**src/rtl/mskreg_pkg.sv**
```systemverilog
// Shared types for the multi-channel mask register.
//   state_e   : per-channel lifecycle (IDLE, ARMED, SHIFTING, EXHAUSTED)
//   sr_ctrl_e : action applied to a channel shift register on a clock edge
//   cnt_w()   : width of a counter that must hold the value DW
package mskreg_pkg;

  typedef enum logic [1:0] {
    ST_IDLE      = 2'd0,
    ST_ARMED     = 2'd1,
    ST_SHIFTING  = 2'd2,
    ST_EXHAUSTED = 2'd3
  } state_e;

  typedef enum logic [1:0] {
    SR_HOLD  = 2'b00,
    SR_SHIFT = 2'b01,
    SR_LOAD  = 2'b10
  } sr_ctrl_e;

  function automatic int cnt_w(input int dw);
    return $clog2(dw + 1);
  endfunction

endpackage

```
**src/rtl/mdl_mskreg_ch.sv**
```systemverilog
// One mask-register channel: DW-bit shift register, shift counter and
// lifecycle FSM.
// Ports:
//   clk, rst_n : master clock, synchronous active-low reset
//   ctrl       : HOLD / SHIFT / LOAD for this edge (already gated by slot+enable)
//   fill       : bit inserted at the MSB on a shift
//   latch      : shared holding latch (value before any same-edge write)
//   lsb        : serial mask bit (SR[0])
//   exh        : channel has shifted DW bits since its last load
//   busy       : channel is ARMED or SHIFTING
//   wrap       : (MSKREG_AUTORELOAD_EN only) one-cycle pulse on circular reload
// Optional feature macro: MSKREG_AUTORELOAD_EN
module mdl_mskreg_ch
  import mskreg_pkg::*;
#(
  parameter int DW = 16
) (
  input  logic          clk,
  input  logic          rst_n,
  input  sr_ctrl_e      ctrl,
  input  logic          fill,
  input  logic [DW-1:0] latch,
  output logic          lsb,
  output logic          exh,
  output logic          busy
`ifdef MSKREG_AUTORELOAD_EN
  ,
  output logic          wrap
`endif
);

  localparam int CW = cnt_w(DW);
  localparam logic [CW-1:0] CNT_MAX = CW'(DW);

  logic [DW-1:0] sr;
  logic [CW-1:0] cnt;
  logic [CW-1:0] cnt_inc;
  state_e        state;

  // Counter saturates at DW so EXHAUSTED can be held indefinitely.
  always_comb begin
    cnt_inc = (cnt == CNT_MAX) ? CNT_MAX : cnt + CW'(1);
  end

  always_ff @(posedge clk) begin
    if (!rst_n) begin
      sr    <= '0;
      cnt   <= '0;
      state <= ST_IDLE;
`ifdef MSKREG_AUTORELOAD_EN
      wrap  <= 1'b0;
`endif
    end else begin
`ifdef MSKREG_AUTORELOAD_EN
      wrap <= 1'b0;
`endif
      case (ctrl)
        SR_LOAD: begin
          sr    <= latch;
          cnt   <= '0;
          state <= ST_ARMED;
        end
        SR_SHIFT: begin
`ifdef MSKREG_AUTORELOAD_EN
          // Circular mask: the shift that would complete DW bits reloads instead.
          if (cnt_inc == CNT_MAX) begin
            sr    <= latch;
            cnt   <= '0;
            wrap  <= 1'b1;
            state <= (state == ST_IDLE) ? ST_IDLE : ST_SHIFTING;
          end else begin
            sr    <= {fill, sr[DW-1:1]};
            cnt   <= cnt_inc;
            state <= (state == ST_IDLE) ? ST_IDLE : ST_SHIFTING;
          end
`else
          sr  <= {fill, sr[DW-1:1]};
          cnt <= cnt_inc;
          case (state)
            ST_IDLE:     state <= ST_IDLE;
            ST_ARMED,
            ST_SHIFTING: state <= (cnt_inc == CNT_MAX) ? ST_EXHAUSTED : ST_SHIFTING;
            default:     state <= ST_EXHAUSTED;
          endcase
`endif
        end
        default: ;
      endcase
    end
  end

  assign lsb  = sr[0];
  assign exh  = (state == ST_EXHAUSTED);
  assign busy = (state == ST_ARMED) || (state == ST_SHIFTING);

endmodule

```
**src/rtl/mdl_mskreg_mc.sv**
```systemverilog
// Multi-channel bubble-memory mask register. A shared DW-bit holding latch
// (written from the CPU bus) feeds NCH load/shift channels, each serviced on
// its own rotation-timing slot (ROT bit c*STEP).
// Ports:
//   i_MCLK, i_RST_n   : master clock, synchronous active-low reset
//   i_CLK4M_PCEN_n    : latch write enable (active-low)
//   i_CLK2M_PCEN_n    : shift-register enable (active-low)
//   i_ROT_n           : one-cold rotation timing vector
//   i_4BEN_n          : low enables the upper half of the channels
//   i_MSKREG_LD       : latch write strobe
//   i_MSKREG_SR_LD    : load request (high) / shift (low)
//   i_BOOTEN_n        : low = boot mode (always shift, fill with 1)
//   i_DIN             : mask data
//   o_MSKREG_SR_LSB   : serial mask bit per channel
//   o_EXH             : per-channel exhaustion
//   o_WRAP            : per-channel reload pulse (MSKREG_AUTORELOAD_EN only)
//   o_BUSY            : any channel ARMED or SHIFTING
// Optional feature macro: MSKREG_AUTORELOAD_EN
module mdl_mskreg_mc
  import mskreg_pkg::*;
#(
  parameter int DW   = 16,
  parameter int NCH  = 4,
  parameter int ROTW = 20
) (
  input  logic            i_MCLK,
  input  logic            i_RST_n,
  input  logic            i_CLK4M_PCEN_n,
  input  logic            i_CLK2M_PCEN_n,
  input  logic [ROTW-1:0] i_ROT_n,
  input  logic            i_4BEN_n,
  input  logic            i_MSKREG_LD,
  input  logic            i_MSKREG_SR_LD,
  input  logic            i_BOOTEN_n,
  input  logic [DW-1:0]   i_DIN,
  output logic [NCH-1:0]  o_MSKREG_SR_LSB,
  output logic [NCH-1:0]  o_EXH,
`ifdef MSKREG_AUTORELOAD_EN
  output logic [NCH-1:0]  o_WRAP,
`endif
  output logic            o_BUSY
);

  localparam int STEP = ROTW / NCH;

  logic [DW-1:0]  latch;
  logic [NCH-1:0] slot;
  logic [NCH-1:0] busy;
  logic           ld;
  logic           unused_rot;

  // Only every STEP-th rotation bit selects a channel.
  assign unused_rot = ^i_ROT_n;

  // Boot mode turns every load request into a shift.
  assign ld = i_MSKREG_SR_LD & i_BOOTEN_n;

  // Channels read the latch before this edge's write lands.
  always_ff @(posedge i_MCLK) begin
    if (!i_RST_n) begin
      latch <= '0;
    end else if (!i_CLK4M_PCEN_n && i_MSKREG_LD) begin
      latch <= i_DIN;
    end
  end

  for (genvar c = 0; c < NCH; c++) begin : g_ch
    sr_ctrl_e ctrl;

    assign slot[c] = ~i_ROT_n[c*STEP] & ((c < NCH/2) | ~i_4BEN_n);
    assign ctrl    = (!i_CLK2M_PCEN_n && slot[c]) ? (ld ? SR_LOAD : SR_SHIFT) : SR_HOLD;

    mdl_mskreg_ch #(.DW(DW)) u_ch (
      .clk   (i_MCLK),
      .rst_n (i_RST_n),
      .ctrl  (ctrl),
      .fill  (~i_BOOTEN_n),
      .latch (latch),
      .lsb   (o_MSKREG_SR_LSB[c]),
      .exh   (o_EXH[c]),
      .busy  (busy[c])
`ifdef MSKREG_AUTORELOAD_EN
      ,
      .wrap  (o_WRAP[c])
`endif
    );
  end

  assign o_BUSY = |busy;

endmodule
```
**config.mk**
```make
export PLATFORM = sky130hd
export DESIGN_NAME = mdl_mskreg_mc
export DESIGN_NICKNAME = d
export VERILOG_FILES = /design/src/rtl/mskreg_pkg.sv /design/src/rtl/mdl_mskreg_ch.sv /design/src/rtl/mdl_mskreg_mc.sv
export SDC_FILE = /design/constraint.sdc
export NUM_CORES = 1
export LEC_CHECK = 0
export BUFFER_PORTS_ARGS = -buffer_cell sky130_fd_sc_hd__buf_2
export CAP_MARGIN = 20
export CORE_MARGIN = 4
export CORE_UTILIZATION = 45
export CTS_BUF_LIST = sky130_fd_sc_hd__clkbuf_2
export CTS_CLUSTER_DIAMETER = 40
export DETAILED_ROUTE_END_ITERATION = 10
export GPL_TIMING_DRIVEN = 0
export PLACE_DENSITY_LB_ADDON = 0.25
export SLEW_MARGIN = 5
export SYNTH_ARGS = -nofsm -noshare
export SYNTH_HDL_FRONTEND = slang
export SYNTH_HIERARCHICAL = 1
export SYNTH_SLANG_ARGS = --single-unit
```
**constraint.sdc**
```tcl
create_clock -name i_MCLK -period 2 [get_ports i_MCLK]
set_input_delay 0.4 -clock i_MCLK [delete_from_list [all_inputs] [get_ports i_MCLK]]
set_output_delay 0.4 -clock i_MCLK [all_outputs]
set_load 0.01 [all_outputs]
```
# == Yosys cells after proc, flatten, opt, wreduce, memory -nomap -nowiden ==
# Index checks and enable logic that the tools add are counted.
# word_totals
output_inout_bits,9
in_bits,44
regBits,108
# classes
bitwise_logic,9
n_mux,29
n_eq_ne,28
n_addsub,4
n_reduce_logical,24
# op_table
cell,n
$pmux W16 S2,4
$eq A5 B5 Y1 const B,8
$pmux W5 S2,4
$pmux W2 S2,8
$eq A2 B2 Y1 const B,12
$add A5 B1 Y5 const B,4
$mux W5,4
$eq A2 B1 Y1 const B,8
$mux W2,5
$logic_not A2 Y1,4
$reduce_bool A2 Y1,4
$reduce_or A2 Y1,4
$not A1 Y1,6
$logic_and A1 B1 Y1,5
$logic_or A1 B1 Y1,4
$mux W1,4
$reduce_or A4 Y1,1
$and A1 B1 Y1,3
$logic_not A1 Y1,2

# == Depth between registers and ports, before layout ==
# Gate-level depths: netlist of run 1.
# logic_depth
word_depth,6
mapped_depth,9
ltp_nobuf,8

# == Cells and area by module ==
# The synthesis of run 1 kept the hierarchy.
# modules_own_cells
mod,cells_each,n_inst,seq_area_each_um2,area_per_inst_um2
mdl_mskreg_ch,136,4,460.4,1207.4
mdl_mskreg_mc,83,1,320.3,730.7

# == Worst setup path after synthesis of run 1 ==
# OpenSTA, ideal clock, no wires.
# synth_timing
path_kind,input -> register
startpoint,in i_CLK2M_PCEN_n
endpoint,reg g_ch[2].u_ch.sr[10]
arrival_ns,1.733
cell_stages,8
slack_ns,0.152
path_cell_list,clkbuf_1 > nor4_1 > ha_1 > buf_4 > buf_6 > mux2i_1 > o21ai_1 > and2_1
# synth_via
elab_chain_len,5
word_cells_on_any_way,7
classes_between,2 x eq/ne; 2 x mux; 3 x reduce/logical
# synth_rtl
item,line_no,rtl
start: declaration,mdl_mskreg_mc.sv:29,"input logic i_CLK2M_PCEN_n,"
$logic_not A1 Y1 (*),mdl_mskreg_mc.sv:71,assign ctrl = (!i_CLK2M_PCEN_n && slot[c]) ? (ld ? SR_LOAD : SR_SHIFT) : SR_HOLD;
$logic_and A1 B1 Y1 (*),mdl_mskreg_mc.sv:71,
$mux W2 (*),mdl_mskreg_mc.sv:71,
net g_ch[2].ctrl[0],mdl_mskreg_mc.sv:68,sr_ctrl_e ctrl;
$eq A2 B1 Y1 or $eq A2 B2 Y1 (tied branches),mdl_mskreg_ch.sv:57,case (ctrl)
$pmux W16 S2 or $reduce_bool A2 Y1 (tied branches),-,
end signal: assignment,mdl_mskreg_ch.sv:59,sr <= latch;
end signal: assignment,mdl_mskreg_ch.sv:77,"sr <= {fill, sr[DW-1:1]};"
end: declaration,mdl_mskreg_ch.sv:35,logic [DW-1:0] sr;
# The timed path passes the listed nets; every way through them passes the cells marked *.
# A chain may end at the register's enable or synchronous reset.

# == Worst setup path in the final report of run 1 ==
# layout_timing
startpoint,reg g_ch[0].u_ch.state[1]
endpoint,out o_BUSY
# layout_via
elab_chain_len,3
word_cells_on_any_way,4
classes_between,2 x eq/ne; 2 x reduce/logical
# layout_rtl
item,line_no,rtl
start: declaration,mdl_mskreg_ch.sv:38,state_e state;
start signal: assignment,mdl_mskreg_ch.sv:82,ST_SHIFTING: state <= (cnt_inc == CNT_MAX) ? ST_EXHAUSTED : ST_SHIFTING;
$eq A2 B1 Y1 or $eq A2 B2 Y1 (tied branches),mdl_mskreg_ch.sv:94,assign busy = (state == ST_ARMED) || (state == ST_SHIFTING);
$logic_or A1 B1 Y1 (*),mdl_mskreg_ch.sv:94,
net busy[0],mdl_mskreg_mc.sv:48,logic [NCH-1:0] busy;
$reduce_or A4 Y1 (*),mdl_mskreg_mc.sv:89,assign o_BUSY = |busy;
end: declaration,mdl_mskreg_mc.sv:41,output logic o_BUSY
# Marks and branches as above.

==> results of run 1 <==
Yosys cell counts, drive strengths merged:
library cell,number,area (sq um)
a22oi,20,150
nand3,12,80.1
buf,17,141
and2,69,432
and2b,4,30.0
or4,1,7.51
o41ai,4,65.1
and4bb,4,50.1
nor4,4,25.0
mux2i,80,801
dfxtp,108,2160
clkbuf,21,78.8
nand4,4,25.0
nor3,4,20.0
nand2,109,409
o21ai,72,360
nor2,8,30.0
ha,24,300
xnor2,12,135
inv,25,93.8
nor2b,25,164
worst max-delay path by stage:
stage / startpoint / end / slack [ps]
after CTS: g_ch[0].u_ch/state[1] / o_BUSY / -410
after detailed placement: i_MSKREG_SR_LD / g_ch[2].u_ch/sr[10] / -280
after global routing: g_ch[0].u_ch/state[1] / o_BUSY / -500
final: g_ch[0].u_ch/state[1] / o_BUSY / -380
after global placement: i_MSKREG_SR_LD / g_ch[2].u_ch/sr[9] / -250
after floorplan: i_CLK2M_PCEN_n / g_ch[2].u_ch/sr[10] / 150
tightest hold or removal path, delay by kind of cell:
kind | cells | cell delay, ps
buffers and inverters | 2 | 240
multiplexers | 1 | 110
AND/OR/NAND/NOR | 1 | 40
flip-flops by register name (all words and copies together), names as in the netlist:
register	count
g_ch.u_ch/cnt	20
g_ch.u_ch/sr	64
g_ch.u_ch/state	8
latch	16
layer usage:
layer	vias up	global-route usage	part of all wire	wire length (um)
met1	2006	0.251	0.48	6000
met2	83	0.292	0.46	5790
met5	-	0	0	0
met4	0	0.0514	0.018	233
met3	16	0.0494	0.047	599
li1	2249	-	-	-
cell type report:
class / count / area (sq um)
Antenna cell: 2 / 5.00
Buffer: 38 / 220
Clock buffer: 9 / 45.0
Clock inverter: 7 / 96.3
Fill cell: 1114 / 5680
Inverter: 25 / 93.8
Multi-Input combinational cell: 456 / 3140
Sequential cell: 108 / 2170
Tap cell: 168 / 210
Timing Repair Buffer: 58 / 394
report_power, final:
part	internal [mW]	leakage (nW)	total, mW	switching, mW
sequential	2.21	0.877	2.26	0.0568
clock	0.425	0.0839	1.19	0.762
combinational	0.221	1.45	0.478	0.257
stage by stage:
step	TNS, ps	instance area (sq um)	setup WS (ps)
after global routing	-501	6380	-501
after CTS	-406	6370	-406
after detailed placement	-6450	5950	-279
after floorplan	0	5560	152
after global placement	-5790	5950	-251
final	-383	6380	-383
logic make-up (layout without fill, tap and decap cells):
group	Yosys count	in the layout	synth area share
flops	108	108	0.389
simple gates	244	244	0.229
compound gates	96	96	0.104
xor+xnor	12	12	0.0243
fa+ha+maj	24	24	0.0540
mux	80	80	0.144
other cells	0	2	0
buf+inv	63	137	0.0565
repair_timing:
item	in CTS	in global routing
gates resized for setup	21	1
endpoints found under the hold margin	16	0
setup buffers	7	0
gates cloned	0	0
endpoints found under the setup margin	1	2
hold buffers	16	0
pin swaps	2	0
==> impl_metrics.env, run 1 <==
export IMPL_status="complete, but fails checks"
export IMPL_failed_checks="negative setup slack"
export IMPL_r2r_setup_slack_ps=590
export IMPL_track_usage=0.186
export IMPL_grt_pass1_wl_um=21100
export IMPL_grt_max_degree=30
export IMPL_hold_end="latch[15]"
export IMPL_power_mw=3.93
export IMPL_required_ps=1600
export IMPL_clock_latency_ps=650
export IMPL_cts_tree="built"
export IMPL_drcViolationCount=0
export IMPL_hold_path_class="input port to register"
export IMPL_wl_per_cell_um=14.5
export IMPL_synth_cell_types=28
export IMPL_max_cap_viol_count=0
export IMPL_syn_to_final_growth_pct=14.7
export IMPL_grt_antenna_before_repair=2
export IMPL_setup_ws_ps=-383
export IMPL_rr_worst_depth=5
export IMPL_io_buffer_count=35
export IMPL_path_depth=4
export IMPL_via_per_inst=5.00
export IMPL_crit_path_end_kind="output pin"
export IMPL_layout_common_cells="nand2_1 (109), dfxtp_1 (100), mux2i_1 (80)"
export IMPL_critical_path_slowest_cell="or4_4"
export IMPL_routed_wirelength_um=12600
export IMPL_cellPowerDensity_nw_per_um2=616
export IMPL_syn_inst=627
export IMPL_syn_nets=695
export IMPL_drt_iter0_drc=269
export IMPL_gp_congestion=0.804
export IMPL_vias=4354
export IMPL_cts_num_sinks=108
export IMPL_min_from="i_CLK4M_PCEN_n"
export IMPL_yosys_warnings=6
export IMPL_synth_area_sq_um=5560
export IMPL_setup_viol=1
export IMPL_criticalPathCategory="register to output pin"
export IMPL_rsz0062_at_grt="yes"
export IMPL_worst_hold_slack_ps=128
export IMPL_seq_area_frac_synth=0.389
export IMPL_final_common_cell="nand2_1"
export IMPL_cts_root_buf="clkbuf_2"
export IMPL_drv_slew=0
export IMPL_slowest_delay_ps=490
export IMPL_cp_data_arrival_time_ps=1980
export IMPL_htree_levels=3
export IMPL_grt_remaining_overflow=0
export IMPL_hold_viol=0
export IMPL_ys_ff_latch=108
export IMPL_top_level_ports=53
export IMPL_timing_rr_start="g_ch[0].u_ch/cnt[0]"
export IMPL_peakVddDrop_v=0.000402
export IMPL_crit_fanout=3
export IMPL_antenna_left=0
export IMPL_clk_pin_slew_worst_paths_ps=320
export IMPL_start_util=0.461
export IMPL_worstMarginPinSlew_ps=622
export IMPL_cts_buffers=9
export IMPL_die_h_um=119
export IMPL_dp_hpwl_um=8650
export IMPL_worstPathCellList="inv_2 > ha_4 > or4_4 > buf_6"
export IMPL_num_rows=40
export IMPL_core_sq_um=12100
export IMPL_max_slew_margin_rel=0.585
export IMPL_fmax_ghz=0.420
export IMPL_drt_pass1_iter_count=4
export IMPL_skew_ps=49.1
export IMPL_whs_path_depth=4
export IMPL_stdcell_count=871
export IMPL_postLayoutCoreUtil=0.529
export IMPL_grt_pass1_vias=4298
export IMPL_die_area_sq_um=14200
export IMPL_period_minus_slack_ps=2380
export IMPL_clock_path_buffers=2
export IMPL_start_kind="register"
export IMPL_dp_cells=830
export IMPL_drive_above_1_share=0.153
export IMPL_r2r_end="g_ch[0].u_ch/state[0]"
export IMPL_fp_dieW_um=119
export IMPL_period_share=1.19
export IMPL_critPathTopFamily="simple AND/OR/NAND/NOR gates"
export IMPL_final_net_count=764
export IMPL_cp_num_buf_inv=2
export IMPL_p_leak_nw=2.41
export IMPL_syn_area_per_cell_sq_um=8.87
No activity file was read; power rests on OpenSTA's default activity.
==> run 2: changes to the inputs <==
Settings changed: CTS_BUF_LIST sky130_fd_sc_hd__clkbuf_2 to unset.
==> impl_metrics.env, run 2 (synthesis gave the netlist of run 1 again) <==
export IMPL_start_util=0.461
export IMPL_slowest_delay_ps=530
export IMPL_grt_remaining_overflow=0
export IMPL_period_minus_slack_ps=2040
export IMPL_grt_antenna_before_repair=0
export IMPL_worstMarginPinSlew_ps=624
export IMPL_critical_path_slowest_cell="or4_4"
export IMPL_cts_root_buf="clkbuf_16"
export IMPL_cp_data_arrival_time_ps=1640
export IMPL_syn_to_final_growth_pct=15.7
export IMPL_drive_above_1_share=0.163
export IMPL_required_ps=1600
export IMPL_die_h_um=119
export IMPL_cellPowerDensity_nw_per_um2=733
export IMPL_critPathLaunch="g_ch[3].u_ch/state[1]"
export IMPL_gp_congestion=0.804
export IMPL_r2r_end="g_ch[0].u_ch/state[0]"
export IMPL_htree_levels=3
export IMPL_top_regs="g_ch.u_ch/sr x64, g_ch.u_ch/cnt x20, latch x16"
export IMPL_place_ws_ps=-279
export IMPL_cts_num_sinks=108
export IMPL_hold_viol=0
export IMPL_placed_area_sq_um=5950
export IMPL_vias=4315
export IMPL_hold_path_class="input port to register"
export IMPL_period_share=1.02
export IMPL_wl_per_cell_um=14.5
export IMPL_cts_buffers=9
export IMPL_routed_wirelength_um=12400
export IMPL_setup_viol=1
export IMPL_antennaDiodeCount=0
export IMPL_max_cap_viol_count=0
export IMPL_dp_hpwl_um=8650
export IMPL_drcViolationCount=0
export IMPL_max_slew_margin_rel=0.584
export IMPL_critical_path_endpoint="o_BUSY"
export IMPL_failed_checks="negative setup slack"
export IMPL_setup_ws_ps=-40.8
export IMPL_r2r_setup_slack_ps=630
export IMPL_rr_worst_depth=5
export IMPL_num_rows=40
export IMPL_grt_pass1_vias=4142
export IMPL_largest_reg_flops=64
export IMPL_final_area_sq_um=6430
export IMPL_core_sq_um=12100
export IMPL_rsz0062_at_grt="yes"
export IMPL_track_usage=0.181
export IMPL_peakVddDrop_v=0.000648
export IMPL_timing_rr_start="g_ch[0].u_ch/cnt[0]"
export IMPL_layout_common_cells="nand2_1 (109), dfxtp_1 (100), mux2i_1 (80)"
export IMPL_crit_fanout=2
export IMPL_top_level_ports=53
export IMPL_clk_pin_slew_worst_paths_ps=70
export IMPL_antenna_left=0
export IMPL_fp_dieW_um=119
export IMPL_start_kind="register"
export IMPL_clock_latency_ps=350
export IMPL_drv_slew=0
export IMPL_crit_path_end_kind="output pin"
export IMPL_status="complete, but fails checks"
export IMPL_cts_tree="built"
export IMPL_regMostFlops="g_ch.u_ch/sr"
export IMPL_grt_max_degree=30
export IMPL_p_leak_nw=2.44
export IMPL_skew_ps=11.4
export IMPL_drt_pass1_iter_count=4
export IMPL_io_buffer_count=35
export IMPL_clock_path_buffers=2
export IMPL_drt_iter0_drc=287
export IMPL_fmax_ghz=0.490
export IMPL_final_net_count=750
export IMPL_final_common_cell="nand2_1"
export IMPL_fillers=1108
export IMPL_via_per_inst=5.05
export IMPL_criticalPathCategory="register to output pin"
export IMPL_grt_pass1_wl_um=20600
export IMPL_worstPathCellList="inv_2 > ha_4 > or4_4 > buf_6"
export IMPL_die_area_sq_um=14200
run 2: cell count changes in the layout (fill, tap and decap cells not counted), sizes merged:
cell         delta
buf             +2
clkbuf          +2
clkinv          -2
diode           -2
dlygate4sd3    -16
run 2: stage by stage:
step,power [mW],hold WS (ps),utilization,instances,TNS [ps]
after floorplan,2.57,470,-,627,0
final,4.72,288,0.533,855,-40.8
after detailed placement,2.72,524,0.493,830,-6450
after global placement,2.71,521,0.493,830,-5790
after global routing,4.92,288,0.533,855,-79.1
after CTS,4.77,282,0.531,853,-48.8
run 2: layout make-up:
| type | instances | area [sq um] | share of cell area |
|---|---|---|---|
| clock buffer | 11 | 253 | 0.0393 |
| timing repair buffer | 44 | 249 | 0.0387 |
| buffer | 38 | 223 | 0.0346 |
| tap | 168 | 210 | 0.0327 |
| clock inverter | 5 | 88.8 | 0.0138 |
| sequential | 108 | 2170 | 0.338 |
| inverter | 25 | 93.8 | 0.0146 |
| multi-input combinational | 456 | 3140 | 0.489 |
run 2: metal layers:
layer  track usage  vias up  share of wire
met3        0.0404        6          0.036
met5             0        -              0
met2         0.288       70           0.46
met1         0.248     2011           0.49
met4        0.0507        0         0.0081
li1              -     2228              -
run 2: worst min-delay path by stage:
| stage | slack [ps] | cells after the start | from | endpoint |
|---|---|---|---|---|
| final | 290 | 3 | i_DIN[5] | latch[5] |
| after global routing | 290 | 3 | i_DIN[5] | latch[5] |
| after CTS | 280 | 3 | i_DIN[5] | latch[5] |
| after detailed placement | 520 | 2 | latch[15] | latch[15] |
| after global placement | 520 | 2 | latch[15] | latch[15] |
| after floorplan | 470 | 2 | latch[0] | latch[0] |
run 2: timing repair:
| action | 4_1_cts | 5_1_grt |
|---|---|---|
| cloned | 0 | 0 |
| hold buffers | 0 | 0 |
| pin swaps | 3 | 2 |
| gates resized for setup | 18 | 7 |
| endpoints found under the setup margin | 1 | 14 |
| buffers inserted | 7 | 2 |
run 2: critical path: cells and delay by family, from the launching register on:
kind / cells / cell delay (ps)
adders and majority gates: 1 / 230
buffers and inverters: 2 / 190
DFF: 1 / 340
and+or+nand+nor: 1 / 530
run 2: where the power goes:
part	switching [mW]	total, mW	internal, mW	leakage, nW
Combinational	0.254	0.458	0.204	1.40
Clock	0.825	2.01	1.18	0.169
Sequential	0.0561	2.25	2.19	0.877
Total	1.14	4.72	3.58	2.44
==> run 3: changes to the inputs <==
Settings changed: CORE_MARGIN 4 to 1, SKIP_CTS_REPAIR_TIMING set to 1.
==> impl_metrics.env, run 3 (synthesis gave the netlist of run 1 again) <==
export IMPL_setup_ws_ps=-30.1
export IMPL_max_slew_margin_rel=0.608
export IMPL_status="complete, but fails checks"
export IMPL_cts_root_buf="clkbuf_16"
export IMPL_start_kind="register"
export IMPL_skew_ps=9.00
export IMPL_num_rows=40
export IMPL_largest_reg_flops=64
export IMPL_crit_path_end_kind="output pin"
export IMPL_peakVddDrop_v=0.000567
export IMPL_final_area_sq_um=6270
export IMPL_failed_checks="negative setup slack"
export IMPL_clk_pin_slew_worst_paths_ps=70
export IMPL_start_util=0.463
export IMPL_layout_common_cells="nand2_1 (109), dfxtp_1 (102), mux2i_1 (80)"
export IMPL_setup_viol=1
export IMPL_syn_to_final_growth_pct=12.8
export IMPL_drt_pass1_iter_count=4
export IMPL_rsz0062_at_grt="yes"
export IMPL_grt_max_degree=30
export IMPL_drv_slew=0
export IMPL_clock_latency_ps=350
export IMPL_clock_path_buffers=2
export IMPL_htree_levels=3
export IMPL_cts_buffers=9
export IMPL_placed_area_sq_um=5920
export IMPL_die_area_sq_um=12800
export IMPL_grt_antenna_before_repair=0
export IMPL_grt_pass1_vias=4132
export IMPL_cts_num_sinks=108
export IMPL_regMostFlops="g_ch.u_ch/sr"
export IMPL_worst_hold_slack_ps=295
export IMPL_drive_above_1_share=0.149
export IMPL_max_cap_viol_count=0
export IMPL_worstMarginPinSlew_ps=588
export IMPL_io_buffer_count=35
export IMPL_drt_iter0_drc=164
export IMPL_p_leak_nw=2.37
export IMPL_cellPowerDensity_nw_per_um2=692
export IMPL_core_sq_um=12000
export IMPL_criticalPathCategory="register to output pin"
export IMPL_fmax_ghz=0.493
export IMPL_period_minus_slack_ps=2030
export IMPL_crit_fanout=3
export IMPL_dp_hpwl_um=8740
export IMPL_die_h_um=113
export IMPL_routed_wirelength_um=12600
export IMPL_vias=4293
export IMPL_final_common_cell="nand2_1"
export IMPL_grt_remaining_overflow=0
export IMPL_required_ps=1600
export IMPL_via_per_inst=5.19
export IMPL_grt_pass1_wl_um=20400
export IMPL_period_share=1.02
export IMPL_hold_viol=0
export IMPL_fp_dieW_um=113
export IMPL_drcViolationCount=0
export IMPL_gp_congestion=0.771
export IMPL_postLayoutCoreUtil=0.522
export IMPL_fillers=1121
export IMPL_top_level_ports=53
export IMPL_top_regs="g_ch.u_ch/sr x64, g_ch.u_ch/cnt x20, latch x16"
export IMPL_antennaDiodeCount=0
export IMPL_track_usage=0.206
export IMPL_cp_data_arrival_time_ps=1630
export IMPL_cts_tree="built"
export IMPL_hold_path_class="input port to register"
export IMPL_wl_per_cell_um=15.2
export IMPL_antenna_left=0
export IMPL_final_net_count=744
## run 3: worst paths after layout
check	slack, ps	depth (start not counted)	to	from
setup / recovery	-30	4	o_BUSY	g_ch[1].u_ch/state[0]
hold / removal	300	3	latch[5]	i_DIN[5]
setup reg to reg	630	5	g_ch[0].u_ch/state[0]	g_ch[0].u_ch/cnt[0]
hold reg to reg	560	2	g_ch[1].u_ch/state[1]	g_ch[1].u_ch/state[1]
## run 3: metal layers
metal,GRT usage,wire [um]
met1,0.268,6080
met2,0.346,5960
met3,0.0498,413
met4,0.0447,110
met5,0,0
## run 3: power breakdown
part	switching, mW	internal [mW]
logic	0.251	0.189
registers	0.0586	2.20
clock network	0.800	0.846
## run 3: final cells by class
class | instances | area, sq um | share of cell area
flip-flops and latches | 108 | 2170 | 0.346
inverters | 25 | 93.8 | 0.0150
repair buffers | 38 | 198 | 0.0315
clock inverters | 5 | 36.3 | 0.00578
plain buffers | 38 | 221 | 0.0353
multi-input cells | 456 | 3140 | 0.501
well taps | 147 | 184 | 0.0293
clock buffers | 10 | 229 | 0.0365
## run 3: worst max-delay path, stage by stage (launching register included)
cell and delay [ps]:
dfxtp_2 330, inv_2 50, ha_4 230, or4_1 510, buf_2 160
## run 3: metrics by stage
stage	power [mW]	TNS [ps]	instances	setup WS, ps
2_1_floorplan	2.57	0	627	152
3_3_place_gp	2.71	-4200	809	-230
3_5_place_dp	2.72	-4670	809	-212
4_1_cts	4.37	-239	824	-239
5_1_grt	4.53	-79.1	827	-79.1
6_report	4.34	-30.1	827	-30.1
